[config.mk]
export PLATFORM = sky130hd
export DESIGN_NAME = bird_motion
export DESIGN_NICKNAME = d
export VERILOG_FILES = /design/src/rtl/flappy_pkg.sv /design/src/rtl/btn_sync_edge.sv /design/src/rtl/bird_motion.sv
export SDC_FILE = /design/constraint.sdc
export NUM_CORES = 1
export LEC_CHECK = 0
export CAP_MARGIN = 30
export CORE_MARGIN = 2
export CORE_UTILIZATION = 53
export DETAILED_ROUTE_END_ITERATION = 6
export PLACE_DENSITY = 0.81
export SYNTH_ARGS = -nofsm -noshare
export SYNTH_HDL_FRONTEND = slang
export SYNTH_HIERARCHICAL = 1
export SYNTH_SLANG_ARGS = --single-unit
[constraint.sdc]
create_clock -name clk -period 4.9 [get_ports clk]
set_input_delay 0.49 -clock clk [delete_from_list [all_inputs] [get_ports clk]]
set_output_delay 0.49 -clock clk [all_outputs]
set_load 0.05 [all_outputs]
[src/rtl/flappy_pkg.sv]
// Shared definitions for the flappy game blocks: bird state encoding and screen geometry.
package flappy_pkg;

  localparam int unsigned PIX_W    = 10;
  localparam int unsigned SCREEN_W = 640;
  localparam int unsigned SCREEN_H = 480;

  typedef enum logic [1:0] {
    StReady = 2'd0,
    StFly   = 2'd1,
    StFall  = 2'd2,
    StDead  = 2'd3
  } bird_state_e;

endpackage

[src/rtl/btn_sync_edge.sv]
// Two-flop synchronizer for an asynchronous button followed by a registered
// one-cycle rising-edge pulse.
module btn_sync_edge (
  input  logic clk,
  input  logic rst_n,
  input  logic btn,
  output logic pulse
);

  logic sync1_q, sync2_q, prev_q, pulse_q;

  always_ff @(posedge clk or negedge rst_n) begin
    if (!rst_n) begin
      sync1_q <= 1'b0;
      sync2_q <= 1'b0;
      prev_q  <= 1'b0;
      pulse_q <= 1'b0;
    end else begin
      sync1_q <= btn;
      sync2_q <= sync1_q;
      prev_q  <= sync2_q;
      pulse_q <= sync2_q & ~prev_q;
    end
  end

  assign pulse = pulse_q;

endmodule

[src/rtl/bird_motion.sv]
// Bird vertical motion: flap conditioning, per-frame gravity/flap integration,
// READY/FLY/FALL/DEAD state machine and a registered sprite mask.
module bird_motion
  import flappy_pkg::*;
#(
  parameter int BIRD_X   = 160,
  parameter int BIRD_W   = 16,
  parameter int BIRD_H   = 12,
  parameter int SCREEN_H = 480,
  parameter int START_Y  = 232,
  parameter int GRAVITY  = 1,
  parameter int FLAP_VEL = -8,
  parameter int VMAX     = 10
) (
  input  logic             clk,
  input  logic             rst_n,
  input  logic             flap,
  input  logic             restart,
  input  logic             hit,
  input  logic             frame_tick,
  input  logic             video_on,
  input  logic [PIX_W-1:0] pixel_x,
  input  logic [PIX_W-1:0] pixel_y,
  output logic             bird_color,
  output logic [PIX_W-1:0] bird_y,
  output logic [1:0]       state,
  output logic             crash
);

  localparam logic [PIX_W-1:0] StartPos = PIX_W'(START_Y);
  localparam logic [PIX_W-1:0] FloorPos = PIX_W'(SCREEN_H - BIRD_H);
  localparam logic signed [10:0] FloorS = 11'(SCREEN_H - BIRD_H);
  localparam logic signed [5:0] GravS   = 6'(GRAVITY);
  localparam logic signed [5:0] FlapS   = 6'(FLAP_VEL);
  localparam logic signed [5:0] VmaxS   = 6'(VMAX);
  localparam logic [10:0] XLo = 11'(BIRD_X);
  localparam logic [10:0] XHi = 11'(BIRD_X + BIRD_W);
  localparam logic [10:0] HgtU = 11'(BIRD_H);

  bird_state_e       state_q, state_d;
  logic [PIX_W-1:0]  y_q, y_d;
  logic signed [5:0] vel_q, vel_d;
  logic              pending_q, pending_d;
  logic              crash_q, crash_d;
  logic              color_q, color_d;

  logic              flap_edge;
  logic              apply_flap;
  logic signed [5:0] vel_inc, vel_new;
  logic signed [10:0] y_new;
  logic              at_floor;
  logic [PIX_W-1:0]  phys_y;
  logic signed [5:0] phys_vel;
  logic              in_x, in_y;

  btn_sync_edge u_flap_sync (
    .clk   (clk),
    .rst_n (rst_n),
    .btn   (flap),
    .pulse (flap_edge)
  );

  // An edge landing on the tick itself still counts for that tick.
  assign apply_flap = pending_q | flap_edge;

  always_comb begin
    vel_inc = vel_q + GravS;
    if (apply_flap && (state_q == StFly)) begin
      vel_new = FlapS;
    end else if (vel_inc > VmaxS) begin
      vel_new = VmaxS;
    end else begin
      vel_new = vel_inc;
    end
    y_new    = $signed({1'b0, y_q}) + 11'(vel_new);
    at_floor = !y_new[10] && (y_new >= FloorS);
    if (y_new[10]) begin
      phys_y   = '0;
      phys_vel = '0;
    end else if (at_floor) begin
      phys_y   = FloorPos;
      phys_vel = '0;
    end else begin
      phys_y   = y_new[PIX_W-1:0];
      phys_vel = vel_new;
    end
  end

  always_comb begin
    state_d = state_q;
    y_d     = y_q;
    vel_d   = vel_q;
    unique case (state_q)
      StReady: begin
        y_d   = StartPos;
        vel_d = '0;
        if (flap_edge) state_d = StFly;
      end
      StFly: begin
        if (frame_tick) begin
          y_d   = phys_y;
          vel_d = phys_vel;
        end
        // Floor wins over a coincident hit so only one crash pulse is issued.
        if (frame_tick && at_floor) begin
          state_d = StDead;
        end else if (hit) begin
          state_d = StFall;
        end
      end
      StFall: begin
        if (frame_tick) begin
          y_d   = phys_y;
          vel_d = phys_vel;
          if (at_floor) state_d = StDead;
        end
      end
      StDead: begin
        if (restart) begin
          state_d = StReady;
          y_d     = StartPos;
          vel_d   = '0;
        end
      end
      default: state_d = StReady;
    endcase
  end

  always_comb begin
    crash_d = (state_q == StFly) && (state_d != StFly);
    if ((state_q == StDead) && restart) begin
      pending_d = 1'b0;
    end else if (frame_tick) begin
      // The edge that launches from READY must survive to the first physics tick.
      pending_d = (state_q == StReady) && flap_edge;
    end else begin
      pending_d = pending_q | flap_edge;
    end
  end

  always_comb begin
    in_x    = ({1'b0, pixel_x} >= XLo) && ({1'b0, pixel_x} < XHi);
    in_y    = (pixel_y >= y_q) && ({1'b0, pixel_y} < ({1'b0, y_q} + HgtU));
    color_d = video_on && in_x && in_y;
  end

  always_ff @(posedge clk or negedge rst_n) begin
    if (!rst_n) begin
      state_q   <= StReady;
      y_q       <= StartPos;
      vel_q     <= '0;
      pending_q <= 1'b0;
      crash_q   <= 1'b0;
      color_q   <= 1'b0;
    end else begin
      state_q   <= state_d;
      y_q       <= y_d;
      vel_q     <= vel_d;
      pending_q <= pending_d;
      crash_q   <= crash_d;
      color_q   <= color_d;
    end
  end

  assign bird_color = color_q;
  assign bird_y     = y_q;
  assign state      = state_q;
  assign crash      = crash_q;

endmodule

# Yosys cells after proc, flatten, opt, wreduce, memory -nomap -nowiden
# Cells that the tools add are included.
[op_classes]
mux = 21
n_bitwise = 3
add_sub_neg = 3
n_eq_ne = 6
order_cmp = 6
reduce_logical = 14
[op_table]
columns = ["op", "n"]
rows = [
  ["$mux W10", 4],
  ["$mux W6", 6],
  ["$pmux W10 S3", 1],
  ["$pmux W6 S3", 1],
  ["$mux W2", 6],
  ["$add A10 B4 Y11 const B", 1],
  ["$add A11 B6 Y11", 1],
  ["$ge A11 B10 Y1 const B", 1],
  ["$lt A10 B11 Y1", 1],
  ["$ge A10 B10 Y1", 1],
  ["$ge A10 B8 Y1 const B", 1],
  ["$logic_and A1 B1 Y1", 10],
  ["$lt A10 B8 Y1 const B", 1],
  ["$pmux W2 S4", 1],
  ["$add A6 B2 Y6 const B", 1],
  ["$gt A6 B5 Y1 const B", 1],
  ["$eq A2 B2 Y1 const B", 2],
  ["$ne A2 B1 Y1 const B", 2],
  ["$eq A2 B1 Y1 const B", 1],
  ["$logic_not A2 Y1", 1],
  ["$mux W1", 2],
  ["$ne A2 B2 Y1 const B", 1],
  ["$reduce_and A2 Y1", 1],
  ["$reduce_or A2 Y1", 1],
  ["4 further kinds", 4],
]
[word_totals]
word_cells = 63
reg_bits = 25
in_bits = 27
output_inout_bits = 14

# Logic depth before layout (Yosys ltp)
# Gate-level depths: netlist of run 1.
[logic_depth]
ltp_word = 12
ltp_mapped = 21
depth_no_buf = 21

# Cells and area by module
# The synthesis of run 1 kept the hierarchy.
[by_module_without_submodules]
columns = ["module", "cells_each", "seq_area_each_um2", "area_per_inst_um2", "instances"]
rows = [
  ["bird_motion", 252, 530.5, 2128.3, 1],
  ["btn_sync_edge", 5, 100.1, 113.9, 1],
]

# Worst setup path after synthesis of run 1
# Ideal clock, no wire load.
[synth_timing]
path_kind = "register to register"
start = "reg vel_q[0]"
end = "reg crash_q (netlist: crash)"
synth_period_minus_slack_ns = 4.219
n_path_buf = 0
path_slack_ns = 0.681
setup_ns = 0.119
path_stages_with_launch = 22
required_time_ns = 4.781
arrival_time_ns = 4.100
cell_sequence = "dfrtp_1 > ha_1 > xnor2_1 > o21ai_0 > a211oi_1 > a21oi_1 > a31oi_1 > o22a_1 > and2_1 > nor2b_1 > ha_1 > inv_1 > fa_1 > nand2b_1 > a21oi_1 > or4_1 > a31oi_2 > o21ai_0 > xor2_1 > nor3b_1 > a31o_1 > o21a_1"
[synth_via]
elab_chain_cells = 12
word_cells_on_any_way = 15
classes_between = "add/sub (2); order compare (2); eq/ne (1); mux (6); reduce/logical (4)"
[synth_rtl]
columns = ["item", "line_no", "text"]
rows = [
  ["start: declaration", "bird_motion.sv:42", "logic signed [5:0] vel_q, vel_d;"],
  ["start signal: assignment", "bird_motion.sv:158", "vel_q <= vel_d;"],
  ["$add A6 B2 Y6 *", "bird_motion.sv:67", "vel_inc = vel_q + GravS;"],
  ["$gt A6 B5 Y1", "bird_motion.sv:70", "end else if (vel_inc > VmaxS) begin"],
  ["$mux W6 *", "bird_motion.sv:70", ""],
  ["$mux W6 *", "bird_motion.sv:68", "if (apply_flap && (state_q == StFly)) begin"],
  ["$add A11 B6 Y11 *", "bird_motion.sv:75", "y_new = $signed({1'b0, y_q}) + 11'(vel_new);"],
  ["$ge A11 B10 Y1 / $logic_not A1 Y1 (equally long branches)", "bird_motion.sv:76", "at_floor = !y_new[10] && (y_new >= FloorS);"],
  ["$logic_and A1 B1 Y1 *", "bird_motion.sv:76", ""],
  ["$mux W2 / $logic_and A1 B1 Y1 (equally long branches)", "bird_motion.sv:115, bird_motion.sv:105", ""],
  ["$mux W2, on equally long branches", "bird_motion.sv:112, bird_motion.sv:105", ""],
  ["$pmux W2 S4 *", "bird_motion.sv:93", "unique case (state_q)"],
  ["named net state_d[1]", "bird_motion.sv:40", "bird_state_e state_q, state_d;"],
  ["$ne A2 B1 Y1 *", "bird_motion.sv:130", "crash_d = (state_q == StFly) && (state_d != StFly);"],
  ["$logic_and A1 B1 Y1 *", "bird_motion.sv:130", ""],
  ["named net crash_d", "bird_motion.sv:44", "logic crash_q, crash_d;"],
  ["end signal: assignment", "bird_motion.sv:160", "crash_q <= crash_d;"],
  ["end: declaration", "bird_motion.sv:44", ""],
]
# The timed path passes the listed nets; every way through them passes the cells marked *.
# A chain may end at the register's enable or synchronous reset.

# Worst setup path in the final report of run 1
[layout_timing]
start = "reg vel_q[0]"
end = "reg crash_q (netlist: crash)"
[layout_via]
elab_chain_cells = 12
word_cells_on_any_way = 15
classes_between = "add/sub (2); order compare (2); eq/ne (1); mux (6); reduce/logical (4)"
[layout_rtl]
columns = ["item", "line_no"]
rows = [
  ["$add A6 B2 Y6 *", "bird_motion.sv:67"],
  ["$gt A6 B5 Y1", "bird_motion.sv:70"],
  ["$mux W6 *", "bird_motion.sv:70"],
  ["$mux W6 *", "bird_motion.sv:68"],
  ["$add A11 B6 Y11 *", "bird_motion.sv:75"],
  ["$ge A11 B10 Y1 / $logic_not A1 Y1 (equally long branches)", "bird_motion.sv:76"],
  ["$logic_and A1 B1 Y1 *", "bird_motion.sv:76"],
  ["$mux W2 / $logic_and A1 B1 Y1 (equally long branches)", "bird_motion.sv:115, bird_motion.sv:105"],
  ["$mux W2, on equally long branches", "bird_motion.sv:112, bird_motion.sv:105"],
  ["$pmux W2 S4 *", "bird_motion.sv:93"],
  ["$ne A2 B1 Y1 *", "bird_motion.sv:130"],
  ["$logic_and A1 B1 Y1 *", "bird_motion.sv:130"],
  ["named net crash_d", "bird_motion.sv:44"],
]
# Marked as above.

==> results.json, run 1 <==
{
  "status": "complete, no violations",
  "cts.path.max_buffers": 2,
  "synth_most_common_cell": "ha_1",
  "max_freq_mhz": 217.9,
  "tightest_slew_ns": 0.6187,
  "ir_drop_uv": 382.3,
  "firstDrtPassIters": 4,
  "setup_ws_ns": 0.3111,
  "timing_hold_violations_final": 0,
  "ys_top_cells_by_count": "38 x ha_1, 27 x o21ai_0, 23 x inv_1",
  "cts_tree": "built",
  "portBuffers": 36,
  "fillers": 325,
  "route.detailed.drc": 0,
  "cts_root_buf": "clkbuf_8",
  "ios": 41,
  "core_area_um2": 4029,
  "seq_area_frac_synth_pct": 28.13,
  "clock_latency_ns": 0.28,
  "dp.final_hpwl_um": 3915,
  "grt_pass1_vias": 2031,
  "drv_cap": 0,
  "dr_total_vias": 2004,
  "grt_busiest_layer": "met2",
  "final_antenna_net_count": 0,
  "netlist_instances": 257,
  "wirelength_um": 5026,
  "grt_usage_pct": 21.60,
  "synth_edf_count": 0,
  "first_iter_violations": 74,
  "dp_slack_ns": 0.2188,
  "critPathLaunchType": "flip-flop",
  "antenna_found_initial": 0,
  "grt.met1_usage_pct": 27.65,
  "hp-class": "reg -> reg",
  "die_w_um": 69.04,
  "start_util_pct": 55.65,
  "path_max_fanout": 8,
  "ys.flop_type": "dfrtp_1",
  "numCtsBuffers": 3,
  "end_kind": "flip-flop",
  "synth_top_cell_by_area": "dfrtp_1",
  "synth_fp_nets": 323,
  "dpl-instance-area_um2": 2676,
  "slew_headroom_pct": 58.32,
  "p_per_area_nw_per_um2": 554.3,
  "min_period_ns": 4.589,
  "finalCritPeriodShare_pct": 93.65,
  "die_h_um": 69.04,
  "timing.hold.ws_ns": 0.3553,
  "area_delta_synth_final_pct": 22.99,
  "wl_per_cell_um": 14.44,
  "avgSynthCellArea_um2": 8.724,
  "htree_num_levels": 1,
  "grt_use_met2_pct": 37.71,
  "slew_violations": 0,
  "cts.sinks": 25,
  "nets": 365,
  "fin_area_um2": 2758,
  "grt_pass1_wl_um": 8714,
  "synth.cell_area_um2": 2242,
  "setup_violations": 0,
  "rows": 23,
  "synthArstFlopShare_pct": 100.0,
  "grt_max_degree": 26,
  "worstPathRequired_ns": 5.07,
  "design.die.area_um2": 4767,
  "drive_gt1_share_pct": 7.718,
  "fin_tns_setup_ns": 0,
  "skew_ns": 0.006208,
  "diodes": 0,
  "path_clk_slew_ns": 0.09,
  "grt_use_met3_pct": 3.655,
  "globalplace.congestion": 0.8495,
  "crit_type": "reg -> reg",
  "yosys_warnings": 6,
  "grt_overflow": 0,
  "fin_cells": 348,
  "yosys.area.top_type_share_pct": 23.44,
  "dp.cells": 343,
  "leakage_uw": 0.001235,
  "vias_per_cell": 5.759,
  "synthDistinctLibCells": 46,
  "ys_ff_latch": 25,
  "arrival_ns": 4.76,
  "synth_area_leaders": "dfrtp_1 23%, ha_1 21%, o21ai_0 6.0%, xnor2_1 5.5%, a21oi_1 4.9%"
}
## repair_timing
item / 4_1_cts / 5_1_grt
hold buffers: 0 / 0
buffers inserted: 0 / 1
gates resized for setup: 0 / 7
setup endpoints to repair: 0 / 16
## cells in the final DEF (no fill, tap or decap), types with 6 or more instances in the layout
cell             synthesis  final
a21oi_1                 22     22
clkdlybuf4s50_1          0     36
dfrtp_1                 21     21
ha_1                    38     37
inv_1                   23     23
nand2_1                 17     17
nand3_1                  6      6
nor2_1                  17     16
o21ai_0                 27     26
xnor2_1                 14     13
## flip-flops by register name, indices dropped and copies added (netlist names)
| register | flops |
|---|---|
| bird_color | 1 |
| vel_q | 6 |
| state | 2 |
| u_flap_sync/pulse | 1 |
| u_flap_sync/prev_q | 1 |
| crash | 1 |
| pending_q | 1 |
| bird_y | 10 |
| u_flap_sync/sync2_q | 1 |
| u_flap_sync/sync1_q | 1 |
## power breakdown
part           switching (µW)  total [µW]  internal, µW  leakage [µW]
combinational             643        1080           433      0.000890
clock                    70.9         128          57.1     0.0000255
sequential               58.7         324           266      0.000319
## metal layers
metal | routed length [µm] | vias to the layer above
li1 | - | 1003
met4 | 46 | 0
met2 | 2474 | 58
met1 | 2186 | 934
met5 | 0 | -
met3 | 318 | 9
## worst paths after layout
check,slack (ns),end,cells past startpoint,startpoint
max,0.31,crash,21,vel_q[0]
min,0.36,u_flap_sync/sync2_q,0,u_flap_sync/sync1_q
max reg2reg,0.31,crash,21,vel_q[0]
min reg2reg,0.36,u_flap_sync/sync2_q,0,u_flap_sync/sync1_q
max in group asynchronous,4.02,bird_y[3],2,rst_n
min in group asynchronous,0.57,u_flap_sync/pulse,2,rst_n
## cell families (layout without fill, tap and decap cells)
logic type               count (synthesis)  count (layout)  synth area share [%]
AO/OA/AOI/OAI                           82              82                 23.21
multiplexers                             1               1                0.5022
buffers and inverters                   27              68                 4.520
XOR/XNOR                                19              19                 7.422
adder cells (fa/ha/maj)                 39              39                 22.10
AND/OR/NAND/NOR                         64              64                 14.12
flip-flops                              25              25                 28.12
## final cells by class
class	instances	area, µm²	area share (%)
clock buffers	3	41.29	1.497
repair buffers	40	390.4	14.16
multi-input cells	205	1538	55.76
well taps	50	62.56	2.269
clock inverters	1	5.005	0.1815
inverters	24	90.09	3.267
flip-flops and latches	25	630.6	22.87
## per-stage QoR
step	utilization, %	total power [µW]
after floorplan	-	1098
after global placement	66.43	1331
after detailed placement	66.43	1363
after CTS	67.58	1499
after global routing	68.45	1682
final	68.45	1529
## worst max-delay path, stage by stage, from the launching register on
cell and delay [ns]:
dfrtp_1 0.46, ha_2 0.26, xnor2_1 0.18, o21ai_0 0.15
a211oi_1 0.24, a21oi_1 0.06, a31oi_1 0.17, o22a_1 0.17
and2_1 0.20, nor2b_1 0.17, ha_1 0.19, inv_1 0.06
fa_1 0.40, nand2b_1 0.19, a21oi_1 0.20, or4_1 0.15
a31oi_2 0.13, xnor2_2 0.19, a41o_4 0.30, nor3b_2 0.23
a21oi_1 0.15, o21a_1 0.21
(Power assumes the default switching activity.)
==> inputs of run 2 (changes only) <==
Settings changed: CTS_CLUSTER_SIZE set to 8.
==> results of run 2 <==
Same layout as run 1: the final DEF is identical, and so are final timing and power.
==> inputs of run 3 (changes only) <==
Settings changed: REMOVE_ABC_BUFFERS set to 1, SLEW_MARGIN set to 20.
==> results.json, run 3 (same netlist as run 1, synthesis figures left out) <==
{
  "ir_drop_uv": 381.8,
  "slew_violations": 0,
  "dp.cells": 343,
  "fin_area_um2": 2785,
  "finalCritPeriodShare_pct": 92.80,
  "wl_per_cell_um": 14.05,
  "grt_overflow": 0,
  "portBuffers": 36,
  "worstPathRequired_ns": 5.07,
  "vias_per_cell": 5.742,
  "clock_latency_ns": 0.27,
  "wirelength_um": 4905,
  "diodes": 0,
  "skew_ns": 0.002599,
  "die_h_um": 69.04,
  "area_delta_synth_final_pct": 24.22,
  "routed-wl-met3_um": 163,
  "p_per_area_nw_per_um2": 553.9,
  "grt_max_degree": 26,
  "dpl-instance-area_um2": 2676,
  "crit_type": "reg -> reg",
  "critPathLaunchType": "flip-flop",
  "start_util_pct": 55.65,
  "layout_commonest_cell": "ha_1",
  "fin_tns_setup_ns": 0,
  "switching_power_uw": 774.6,
  "met2_length_um": 2432,
  "tightest_slew_ns": 0.6366,
  "slew_headroom_pct": 57.11,
  "cts_tree": "built",
  "mostFrequentLayoutCells": "37 x ha_1, 36 x clkdlybuf4s50_1, 26 x o21ai_0",
  "setup_violations": 0,
  "drive_gt1_share_pct": 9.030,
  "fin_cells": 349,
  "cts_hold_buf": 0,
  "multiInputGateArea_um2": 1558,
  "leakage_uw": 0.001237,
  "clkPwrFrac_pct": 8.2,
  "path_max_fanout": 8,
  "fillers": 342,
  "htree_num_levels": 1,
  "first_iter_violations": 66,
  "p_int_uw": 768.2,
  "p_seq_share_pct": 20.9,
  "firstDrtPassIters": 4,
  "grt_usage_pct": 20.49,
  "numCtsBuffers": 3,
  "timing_hold_violations_final": 0,
  "min_period_ns": 4.547,
  "register_area_um2": 631.9,
  "route.detailed.drc": 0,
  "antenna_found_initial": 0,
  "status": "complete, no violations",
  "rsz0062_at_grt": "false",
  "cts_root_buf": "clkbuf_8",
  "largest_reg_flops": 10,
  "drv_cap": 0,
  "p_total_uw": 1543,
  "final_antenna_net_count": 0,
  "die_w_um": 69.04,
  "dr_total_vias": 2004,
  "cts.path.max_buffers": 2,
  "drt-met1-wl_um": 2293,
  "highest_layer": "met4",
  "dp.final_hpwl_um": 3870,
  "nets": 366,
  "arrival_ns": 4.72,
  "design.die.area_um2": 4767,
  "rows": 23,
  "combPwrFrac_pct": 70.9,
  "ios": 41,
  "grt_pass1_vias": 1898,
  "globalplace.congestion": 0.8477,
  "final_util_pct": 69.13,
  "switching_share_pct": 50.21,
  "hp-class": "reg -> reg",
  "grt_pass1_wl_um": 8252,
  "path_clk_slew_ns": 0.09,
  "core_area_um2": 4029,
  "end_kind": "flip-flop",
  "max_freq_mhz": 219.9,
  "cts.sinks": 25
}
[run 3: worst max-delay path: stages, from the launching register on]
cell and delay (ns):
dfrtp_2 0.45, ha_2 0.24, xnor2_1 0.19, o21ai_0 0.16
a211oi_1 0.25, a21oi_1 0.06, a31oi_1 0.18, o22a_1 0.19
and2_1 0.20, nor2b_1 0.18, ha_1 0.20, inv_1 0.06
fa_1 0.41, nand2b_1 0.20, a21oi_1 0.19, xor2_1 0.21
o21ai_0 0.14, nand2_1 0.11, a41o_4 0.28, nor3b_4 0.22
a21oi_1 0.12, o21a_1 0.20
[run 3: worst paths after layout]
check / start / slack, ns / cells after the start / endpoint
worst max-delay path: vel_q[0] / 0.35 / 21 / crash
worst min-delay path: u_flap_sync/sync1_q / 0.36 / 0 / u_flap_sync/sync2_q
worst min register to register: u_flap_sync/sync1_q / 0.36 / 0 / u_flap_sync/sync2_q
min in group asynchronous: rst_n / 0.57 / 2 / state[0]
max in group asynchronous: rst_n / 4.03 / 2 / bird_y[5]
worst max register to register: vel_q[0] / 0.35 / 21 / crash
[run 3: cell type report]
type,instances,area share [%]
Multi-Input combinational cell,205,55.93
Inverter,24,3.235
Tap cell,50,2.246
Timing Repair Buffer,41,14.29
Clock buffer,4,1.617
Sequential cell,25,22.69
[run 3: power groups by stage]
stage	clock network [µW]	logic (µW)	registers (µW)
after detailed placement	0	1040	325
after floorplan	0	670	425
after global placement	0	1010	326
after global routing	142	1210	330
after CTS	131	1050	321
final	127	1090	322
[run 3: metal layers]
layer | GRT usage (%) | vias to the layer above
li1 | - | 1005
met2 | 34.83 | 30
met1 | 27.69 | 966
met5 | 0 | -
met3 | 3.655 | 3
met4 | 3.268 | 0
[run 3: repair_timing]
action | in CTS | in global routing
endpoints found under the setup margin | 0 | 17
gates resized for setup | 0 | 12
buffers inserted | 0 | 2
[run 3: through the flow]
stage          setup WS (ns)  hold slack [ns]
2_1_floorplan         0.6845           0.1944
3_3_place_gp          0.2766           0.3323
3_5_place_dp          0.1389           0.3395
4_1_cts              0.06555           0.3604
5_1_grt              0.02692           0.3785
6_report              0.3529           0.3579
